--- src/rtl/pwm_capture.sv ---
// PWM capture: measures period and high time of an asynchronous PWM input in clk cycles,
// reports a generator-style duty code and flags a stuck input after a timeout.
module pwm_capture #(
  parameter int unsigned CLK_FREQ    = 100000000,
  parameter int unsigned PWM_FREQ    = 20000,
  parameter int unsigned WL          = $clog2(CLK_FREQ / PWM_FREQ),
  parameter int unsigned TIMEOUT_CNT = 2 * (CLK_FREQ / PWM_FREQ),
  parameter int unsigned CW          = $clog2(TIMEOUT_CNT + 1)
) (
  input  logic          clk,
  input  logic          rst,
  input  logic          i_pwm,
  output logic [CW-1:0] o_period,
  output logic [CW-1:0] o_high_time,
  output logic [WL-1:0] o_duty_cycle,
  output logic          o_valid,
  output logic          o_stuck,
  output logic          o_level
);

  localparam int unsigned DW = (CW > WL) ? CW : WL;
  localparam logic [CW-1:0] CNT_MAX  = {CW{1'b1}};
  localparam logic [CW-1:0] TO_VAL   = CW'(TIMEOUT_CNT);
  localparam logic [DW-1:0] DUTY_MAX = DW'({WL{1'b1}});

  typedef enum logic {
    IDLE    = 1'b0,
    MEASURE = 1'b1
  } state_t;

  state_t          state_q;
  state_t          state_d;
  logic            s1;
  logic            s2;
  logic            d;
  logic            rise_c;
  logic            timeout_c;
  logic [CW-1:0]   cnt;
  logic [CW-1:0]   hi;
  logic [CW-1:0]   cnt_d;
  logic [CW-1:0]   hi_d;
  logic [DW-1:0]   hm1;
  logic [WL-1:0]   duty_c;

  assign rise_c    = s2 & ~d;
  // A rise in the timeout cycle takes priority: the measurement is still valid.
  assign timeout_c = (cnt == TO_VAL) && !rise_c;

  // Two-flop synchronizer followed by the edge-detect delay register.
  always_ff @(posedge clk or negedge rst) begin
    if (!rst) begin
      s1 <= 1'b0;
      s2 <= 1'b0;
      d  <= 1'b0;
    end else begin
      s1 <= i_pwm;
      s2 <= s1;
      d  <= s2;
    end
  end

  always_comb begin
    cnt_d = cnt;
    hi_d  = hi;
    if (rise_c) begin
      cnt_d = CW'(1);
      hi_d  = CW'(1);
    end else begin
      if (cnt != TO_VAL && cnt != CNT_MAX) cnt_d = cnt + CW'(1);
      if (s2 && hi != CNT_MAX)             hi_d  = hi + CW'(1);
    end
  end

  always_ff @(posedge clk or negedge rst) begin
    if (!rst) begin
      cnt <= '0;
      hi  <= '0;
    end else begin
      cnt <= cnt_d;
      hi  <= hi_d;
    end
  end

  always_comb begin
    state_d = state_q;
    case (state_q)
      IDLE:    if (rise_c)    state_d = MEASURE;
      MEASURE: if (timeout_c) state_d = IDLE;
      default:                state_d = IDLE;
    endcase
  end

  always_ff @(posedge clk or negedge rst) begin
    if (!rst) state_q <= IDLE;
    else      state_q <= state_d;
  end

  // Duty code is high time minus one, saturated to the duty-code width.
  always_comb begin
    hm1    = DW'(hi) - DW'(1);
    duty_c = '0;
    if (hi != '0) duty_c = (hm1 > DUTY_MAX) ? WL'(DUTY_MAX) : WL'(hm1);
  end

  always_ff @(posedge clk or negedge rst) begin
    if (!rst) begin
      o_period     <= '0;
      o_high_time  <= '0;
      o_duty_cycle <= '0;
      o_valid      <= 1'b0;
      o_stuck      <= 1'b0;
      o_level      <= 1'b0;
    end else begin
      o_valid <= 1'b0;
      if (rise_c) begin
        o_stuck <= 1'b0;
        if (state_q == MEASURE) begin
          o_period     <= cnt;
          o_high_time  <= hi;
          o_duty_cycle <= duty_c;
          o_valid      <= 1'b1;
        end
      end else if (timeout_c) begin
        if (!o_stuck) o_level <= s2;
        o_stuck      <= 1'b1;
        o_period     <= '0;
        o_high_time  <= '0;
        o_duty_cycle <= '0;
      end
    end
  end

endmodule
--- config.mk ---
export PLATFORM = sky130hd
export DESIGN_NAME = pwm_capture
export DESIGN_NICKNAME = d
export VERILOG_FILES = /design/src/rtl/pwm_capture.sv
export SDC_FILE = /design/constraint.sdc
export NUM_CORES = 1
export LEC_CHECK = 0
export BUFFER_PORTS_ARGS = -buffer_cell sky130_fd_sc_hd__buf_4
export CAP_MARGIN = 0
export CORE_MARGIN = 2
export CORE_UTILIZATION = 38
export DETAILED_ROUTE_END_ITERATION = 8
export SLEW_MARGIN = 40
export SYNTH_ARGS = -nofsm -noshare
export SYNTH_HDL_FRONTEND = slang
export SYNTH_SLANG_ARGS = --single-unit
--- constraint.sdc ---
create_clock -name clk -period 4.8 [get_ports clk]
set_clock_uncertainty 0.05 [all_clocks]
set_input_delay 0.48 -clock clk [delete_from_list [all_inputs] [get_ports clk]]
set_output_delay 0.48 -clock clk [all_outputs]
set_load 0.02 [all_outputs]
==> out/metrics.cfg, run 1 <==
[run_status]
outcome = completed

[grt]
antenna_found_initial = 0
track_usage = 0.167
grt_max_degree = 77
gr-total-overflow = 0
grt_pass1_vias = 2544
grt_pass1_wl_um = 13200

[routing]
vias = 2612
post_drt_wl_per_cell_um = 16.0
highest_layer = met4
first_pass_iters = 4
met3_length_um = 324
drtIter0Drc = 121
route.met2.wl_um = 3190
drc = 0
wirelength_um = 7800
viasPerCell = 5.36
ant_nets = 0
wl_met1_um = 4180

[run]
maxCapViolCount = 0

[synth]
ys.flop_type = dfrtp_1
synthesis.area_mm2 = 0.00354
syn_area_per_cell_um2 = 10.6
synth_cell_types = 42
syn_nets = 340
synth.ff_latch_count = 76
async_reset_ff_frac = 1.00
ys_warn_count = 0
synth_edf_count = 0
yosysSeqAreaShare = 0.538
synthCells = 333

[final_layout]
nets = 379
drive_above_1_share = 0.191
fillers = 877
fin_util = 0.452
antenna_cells = 0
syn_to_final_growth_pct = 17.0
ff_latch_area_mm2 = 0.00190
multiInputGateArea_mm2 = 0.00152

[timing]
tightest_slew_ns = 0.718
min_period_ns = 2.53
finalCritPeriodShare = 0.527
drv_slew = 0
finalSetupViolCount = 0
slew_headroom = 0.517
fmax_mhz = 395
final.setup.tns_ns = 0
grt_setup_unrepaired = no
hold_viol = 0

[floorplanning]
io_pins = 47
dieHeight_um = 100
start_util = 0.386
core_mm2 = 0.00915
dieArea_mm2 = 0.0101
die_x_um = 100
rows = 35

[critical_path]
critPathRequiredTime_ns = 4.99
r2r_cells = 7
path_class = flip-flop to flip-flop
crit_buf_inv = 1
crit_chain = inv_1 > ha_1 > or3b_2 > or2_2 > o31ai_4 > a31oi_1 > a21o_1
crit_path_end_kind = flip-flop
slowest_stage = or3b_2
timing.rr.end = o_duty_cycle[1]
rrSetupSlack_ns = 2.27
cp_max_fo = 12
arrival_ns = 2.72
slowest_delay_ns = 0.50
cpLargestDelayFamily = simple AND/OR/NAND/NOR gates
worstReg2RegStart = hi[0]
crit_path_start_kind = flip-flop

[placed_design]
routabilityCongestion = 0.844
place.port_buffers = 46
hpwl_um = 5140

[clock_network]
clk_path_buf_depth = 2
insertion_delay_ns = 0.35
cts_sinks = 76
clk_pin_slew_ns = 0.08
cts.repair.resized = 0
cts_buffers = 9
cts_hold_buffers = 0
cts_tree = done
cts_max_level = 3
clockRootBuffer = clkbuf_8
postCtsSetupBuffers = 0

[power]
pwr_density_cell_mw_per_mm2 = 407
ir_drop_v = 0.000182
total_power_uw = 1680
leakage_uw = 0.00201

[min_path]
hp-class = primary input to asynchronous set/reset pin

## routing by layer
| layer | global-route usage | vias to the layer above |
|---|---|---|
| met3 | 0.0270 | 10 |
| li1 | - | 1273 |
| met2 | 0.221 | 58 |
| met5 | 0 | - |
| met1 | 0.264 | 1271 |
| met4 | 0.0727 | 0 |
## per-stage QoR
| step | hold slack (ns) | area (µm²) | worst slack, ns | std cells |
|---|---|---|---|---|
| 3_3_place_gp | 0.286 | 3950 | 2.13 | 470 |
| 2_1_floorplan | 0.134 | 3540 | 2.42 | 333 |
| 6_report | 0.0902 | 4140 | 2.27 | 487 |
| 3_5_place_dp | 0.302 | 3980 | 2.05 | 472 |
| 4_1_cts | 0.129 | 4130 | 2.05 | 487 |
| 5_1_grt | 0.162 | 4140 | 2.11 | 487 |
## cells in the mapped netlist (all sizes together), types with 5 or more instances
library cell,instances,area [µm²]
nand2,20,75.1
a21o,9,67.6
dfrtp,76,1900
buf,6,42.5
nand4,8,50.1
inv,8,30.0
a31oi,10,62.6
o21ai,6,33.8
a21oi,6,30.0
clkbuf,16,60.1
and3,8,50.1
xor2,13,114
nor3,8,40.0
xnor2,19,166
a22o,28,245
nand3,11,55.1
and2,5,31.3
nor2,37,139
## where the power goes
part	switching, µW	total, µW	internal, µW
registers	87.1	815	728
clock network	224	407	183
logic	253	462	209
total	564	1680	1120
## logic make-up after synthesis
logic type | Yosys count | synth area share
adder cells (fa/ha/maj) | 4 | 0.0141
buffers and inverters | 30 | 0.0375
multiplexers | 1 | 0.00283
XOR/XNOR | 32 | 0.0792
AND/OR/NAND/NOR | 118 | 0.169
flip-flops | 76 | 0.538
AO/OA/AOI/OAI | 72 | 0.160
## worst reg2reg max path, stage by stage, from the launching register on
cell and delay, ns:
dfrtp_1 0.43, inv_1 0.13, ha_1 0.21, or3b_2 0.50, or2_2 0.34, o31ai_4 0.50
a31oi_1 0.10, a21o_1 0.17
## flip-flops by register name, indices dropped and copies added, names as in the netlist
name,cells
cnt,14
hi,14
o_high_time,14
o_period,14
o_duty_cycle,13
d,1
o_level,1
o_stuck,1
o_valid,1
s1,1
s2,1
state_q,1
## placed cells by master (no fill, tap or decap), types with 9 or more instances in the layout
| cell type | count |
|---|---|
| dfrtp_1 | 76 |
| buf_4 | 47 |
| xor2_1 | 13 |
| clkbuf_8 | 9 |
| xnor2_1 | 19 |
| nand3_1 | 11 |
| nand2_1 | 20 |
| a22o_1 | 28 |
| a21o_1 | 9 |
| nor2_1 | 37 |
| a31oi_1 | 10 |
## cell type report
type                       count  area share
multi-input combinational    227       0.368
timing repair buffer          50      0.0953
tap                          111      0.0336
inverter                       8     0.00726
sequential                    76       0.460
clock buffer                  12      0.0327
clock inverter                 3     0.00363
## worst max-delay path by stage
stage / startpoint / endpoint / slack (ns) / cells after the start
finish: hi[0] / o_duty_cycle[1] / 2.27 / 7
global route: hi[0] / o_duty_cycle[2] / 2.11 / 7
CTS: hi[0] / o_duty_cycle[1] / 2.05 / 7
detailed placement: hi[0] / o_duty_cycle[1] / 2.05 / 7
global placement: hi[0] / o_duty_cycle[2] / 2.13 / 7
floorplan: hi[0] / o_duty_cycle[10] / 2.42 / 8
Power figures use the tool's default switching activity.
==> inputs of run 2 (changes only) <==
clock period = 2 ns   (was 4.8 ns; I/O delays follow)
==> out/metrics.cfg, run 2 (synthesis results as in run 1) <==
[run_status]
outcome = finished, violations left
violations = setup timing

[critical_path]
path_depth = 6  ; -1
arrival_ns = 2.28  ; -0.44 ns
worstReg2RegStart = hi[9]
cpLargestDelayFamily = simple AND/OR/NAND/NOR gates
startpoint = hi[9]
rrSetupSlack_ns = -0.09  ; -2.36 ns
crit_path_start_kind = flip-flop
r2r_cells = 6  ; -1
cp_max_fo = 5  ; -7
critPathRequiredTime_ns = 2.19  ; -2.80 ns
crit_buf_inv = 1  ; unchanged
crit_path_end_kind = flip-flop
path_class = flip-flop to flip-flop
crit_chain = or4_4 > or3_4 > o31ai_4 > buf_6 > a41oi_2 > a21o_1
slowest_stage = or4_4
crit_path_end = o_duty_cycle[6]
slowest_delay_ns = 0.54  ; +0.04 ns
timing.rr.end = o_duty_cycle[6]

[routing]
ant_nets = 0  ; unchanged
drc = 0  ; unchanged
viasPerCell = 5.25  ; -2.0%
post_drt_wl_per_cell_um = 15.4  ; -4.1%
wirelength_um = 8270  ; +6.0%
vias = 2827  ; +8.2%
drtIter0Drc = 136  ; +12%
first_pass_iters = 4  ; unchanged

[floorplanning]
dieHeight_um = 100  ; unchanged
core_mm2 = 0.00915  ; unchanged
die_x_um = 100  ; unchanged
start_util = 0.386  ; unchanged
io_pins = 47  ; unchanged
dieArea_mm2 = 0.0101  ; unchanged
rows = 35  ; unchanged

[final_layout]
nets = 429  ; +13%
final_area_mm2 = 0.00469  ; +13%
final_common_cell = buf_4
antenna_cells = 0  ; unchanged
final_cell_mix = buf_4, dfrtp_1, nor2_1
final_cells = 538  ; +10%
syn_to_final_growth_pct = 32.5
drive_above_1_share = 0.311  ; +0.120

[power]
ir_drop_v = 0.000424  ; +130%
leakage_uw = 0.00231  ; +15%
pwr_density_cell_mw_per_mm2 = 989  ; +140%

[placed_design]
place.port_buffers = 46  ; unchanged
hpwl_um = 5790  ; +13%
place_area_mm2 = 0.00435  ; +9.4%
routabilityCongestion = 0.802  ; -4.9%
dp.cells = 517  ; +9.5%

[timing]
finalSetupViolCount = 11  ; +11
grt_setup_unrepaired = yes
hold_viol = 0  ; unchanged
drv_slew = 0  ; unchanged
worst_slack_ns = -0.0926  ; -2.36 ns
finalCritPeriodShare = 1.05  ; +0.519
slew_headroom = 0.544  ; +0.0265
min_period_ns = 2.09  ; -0.437 ns
tightest_slew_ns = 0.685  ; -0.0332 ns
fmax_mhz = 478  ; +21%

[min_path]
hp-class = flip-flop to flip-flop

[clock_network]
clk_path_buf_depth = 2  ; unchanged
cts_buffers = 9  ; unchanged
cts_max_level = 3  ; unchanged
clk_pin_slew_ns = 0.08  ; about the same
insertion_delay_ns = 0.35  ; about the same
clockRootBuffer = clkbuf_8
cts_tree = done
cts_sinks = 76  ; unchanged

[grt]
grt_pass1_wl_um = 14100  ; +6.5%
grt_pass1_vias = 2789  ; +9.6%
track_usage = 0.179  ; +0.0120
antenna_found_initial = 0  ; unchanged
grt_max_degree = 54  ; -30%
gr-total-overflow = 0  ; unchanged

[run]
maxCapViolCount = 0  ; unchanged

-- run 2: worst min-delay path by stage --
stage	cells past startpoint	from	slack, ns	end
final	0	s1	0.31	s2
after global routing	0	s1	0.32	s2
after floorplan	0	rst	-0.15	cnt[0]
after detailed placement	1	rst	0.24	o_high_time[7]
after CTS	0	s1	0.31	s2
after global placement	1	rst	0.23	o_high_time[7]
-- run 2: per-layer routing --
layer | wire (µm) | vias to the layer above | global-route usage | share of wire
met5 | 0 | - | 0 | 0
met4 | 136 | 0 | 0.0727 | 0.016
met3 | 309 | 9 | 0.0312 | 0.037
met2 | 3630 | 58 | 0.255 | 0.44
met1 | 4190 | 1395 | 0.269 | 0.51
li1 | - | 1365 | - | -
-- run 2: layout make-up --
class | count | area [µm²]
sequential | 76 | 1900
clock inverter | 5 | 85.1
timing repair buffer | 99 | 797
inverter | 8 | 30.0
fill | 837 | 4470
multi-input combinational | 228 | 1590
tap | 111 | 139
clock buffer | 11 | 141
-- run 2: per-stage QoR --
stage,power [µW],worst slack [ns],TNS (ns),utilization,hold WS (ns)
floorplan,2690,-0.234,-2.21,-,-0.146
global placement,3250,-0.182,-1.59,0.475,0.233
detailed placement,3280,-0.221,-1.81,0.475,0.243
CTS,4650,-0.0933,-0.748,0.507,0.311
global route,4900,-0.174,-1.60,0.512,0.319
finish,4640,-0.0926,-0.814,0.512,0.310
-- run 2: timing repair --
item                                   4_1_cts  5_1_grt
gates resized for setup                      7        8
gates cloned                                 2        0
endpoints found under the hold margin       53        0
buffers inserted                             1        0
pin swaps                                    4        1
hold buffers                                 2        0
setup endpoints to repair                   10       44
-- run 2: power by group --
part	total (µW)	internal (µW)	switching, µW	leakage [µW]
Clock	1320	742	582	0.000110
Combinational	1420	690	728	0.00119
Sequential	1890	1750	146	0.00102
-- run 2: worst reg2reg max path, cell delays in order (launching register included) --
cell     delay, ns
dfrtp_1       0.38
or4_4         0.54
or3_4         0.39
o31ai_4       0.26
buf_6         0.18
a41oi_2       0.04
a21o_1        0.16
==> inputs of run 3 (changes only) <==
GPL_TIMING_DRIVEN = 0   (was unset)
==> out/metrics.cfg, run 3 (synthesis results as in run 1) <==
[critical_path]
worstReg2RegStart = hi[7]
rrSetupSlack_ns = -0.24  ; -0.15 ns
crit_path_end_kind = flip-flop
cp_max_fo = 5  ; unchanged
critPathRequiredTime_ns = 2.24  ; +0.05 ns
timing.rr.end = o_duty_cycle[2]
arrival_ns = 2.49  ; +0.21 ns
path_class = flip-flop to flip-flop
crit_path_start_kind = flip-flop
r2r_cells = 6  ; unchanged

[final_layout]
antenna_cells = 0  ; unchanged
final_common_cell = dfrtp_1
nets = 408  ; -4.9%
final_cell_mix = dfrtp_1, buf_4, nor2_1
syn_to_final_growth_pct = 34.6
drive_above_1_share = 0.323  ; +0.0112
final_area_mm2 = 0.00476  ; +1.6%
final_cells = 517  ; -3.9%
fin_util = 0.520  ; +0.00820

[floorplanning]
rows = 35  ; unchanged
core_mm2 = 0.00915  ; unchanged
start_util = 0.386  ; unchanged
io_pins = 47  ; unchanged
die_x_um = 100  ; unchanged
dieArea_mm2 = 0.0101  ; unchanged
dieHeight_um = 100  ; unchanged

[routing]
viasPerCell = 5.31  ; +1.1%
ant_nets = 0  ; unchanged
vias = 2746  ; -2.9%
drtIter0Drc = 117  ; -14%
post_drt_wl_per_cell_um = 16.3  ; +6.1%
drc = 0  ; unchanged
wirelength_um = 8430  ; +2.0%
first_pass_iters = 4  ; unchanged

[timing]
finalSetupViolCount = 12  ; +1
drv_slew = 0  ; unchanged
hold_viol = 0  ; unchanged
grt_setup_unrepaired = yes
finalCritPeriodShare = 1.12  ; +0.0744
min_period_ns = 2.24  ; +0.149 ns
fmax_mhz = 446  ; -6.6%
tightest_slew_ns = 0.674  ; -0.0102 ns
final.setup.tns_ns = -2.38  ; -1.56 ns
worst_slack_ns = -0.241  ; -0.149 ns
slew_headroom = 0.550  ; +0.00683

[power]
leakage_uw = 0.00224  ; -3.1%
pwr_density_cell_mw_per_mm2 = 1070  ; +8.4%
ir_drop_v = 0.000611  ; +44%

[placed_design]
routabilityCongestion = 0.858  ; +6.9%
place.port_buffers = 46  ; unchanged
hpwl_um = 5310  ; -8.3%
place_area_mm2 = 0.00405  ; -7.0%
dp.cells = 490  ; -5.2%

[clock_network]
insertion_delay_ns = 0.36  ; about the same
clockRootBuffer = clkbuf_8
clk_path_buf_depth = 2  ; unchanged
cts_max_level = 3  ; unchanged
clk_pin_slew_ns = 0.08  ; about the same
cts_tree = done
cts_buffers = 9  ; unchanged
cts_sinks = 76  ; unchanged

[grt]
gr-total-overflow = 0  ; unchanged
grt_pass1_wl_um = 13800  ; -1.8%
track_usage = 0.176  ; -0.00260
antenna_found_initial = 0  ; unchanged
grt_max_degree = 77  ; +43%
grt_use_met2 = 0.257  ; +0.00207
use_met1 = 0.256  ; -0.0130
grt_pass1_vias = 2689  ; -3.6%
global_route.peak_usage_layer = met2
grt_use_met3 = 0.0402  ; +0.00902

[min_path]
hp-start = s1
worstHoldEndpoint = s2
holdPathStages = 0  ; unchanged
hp-class = flip-flop to flip-flop

[run]
maxCapViolCount = 0  ; unchanged

[run_status]
violations = setup timing
outcome = finished, violations left

run 3: cell types whose count changed in the layout (fill, tap and decap cells not counted), moves of 3 or more:
cell,change
o2bb2ai_1,-3
a31oi_1,-5
dfrtp_1,-8
clkbuf_4,+5
buf_4,-36
clkbuf_1,+3
o2bb2ai_2,+3
dfrtp_2,+8
a31oi_4,+6
buf_6,+5
bufinv_16,+3
run 3: worst max-delay path by stage:
stage	from	endpoint	cells past startpoint
floorplan	hi[9]	o_duty_cycle[6]	7
global placement	s2	o_period[0]	7
detailed placement	s2	o_period[3]	7
CTS	hi[9]	o_duty_cycle[2]	7
global route	hi[2]	o_duty_cycle[2]	7
finish	hi[7]	o_duty_cycle[2]	6
run 3: power by group:
part	switching, µW	internal, µW	total [µW]
registers	185	1750	1930
clock network	587	1120	1710
logic	778	688	1470
run 3: through the flow:
| stage | power [µW] | setup slack, ns | hold slack [ns] |
|---|---|---|---|
| 2_1_floorplan | 2690 | -0.234 | -0.146 |
| 3_3_place_gp | 3120 | -0.641 | 0.260 |
| 3_5_place_dp | 3140 | -0.695 | 0.228 |
| 4_1_cts | 5010 | -0.302 | 0.310 |
| 5_1_grt | 5350 | -0.311 | 0.314 |
| 6_report | 5100 | -0.241 | 0.308 |
run 3: what timing repair did:
action,CTS,global route
pin swaps,14,9
buffers inserted,10,5
hold buffers,2,0
hold endpoints to repair,77,0
resized for setup,42,29
gates cloned,2,0
setup endpoints to repair,56,58
run 3: worst max-delay path: stages (launching register included):
cell     delay [ns]
dfrtp_2        0.41
or4_4          0.54
or3_4          0.38
or3_4          0.37
buf_8          0.16
a31oi_2        0.17
a21o_1         0.10
run 3: routing by layer:
layer	up-vias	share of wire
li1	1337	-
met1	1342	0.48
met2	53	0.46
met3	14	0.040
met4	0	0.012
met5	-	0
run 3: cell type report:
type | count | area (µm²)
buffer | 14 | 93.8
sequential | 76 | 1910
multi-input combinational | 227 | 1760
inverter | 8 | 32.5
clock inverter | 6 | 159
fill | 786 | 4390
tap | 111 | 139
timing repair buffer | 65 | 532
clock buffer | 10 | 138
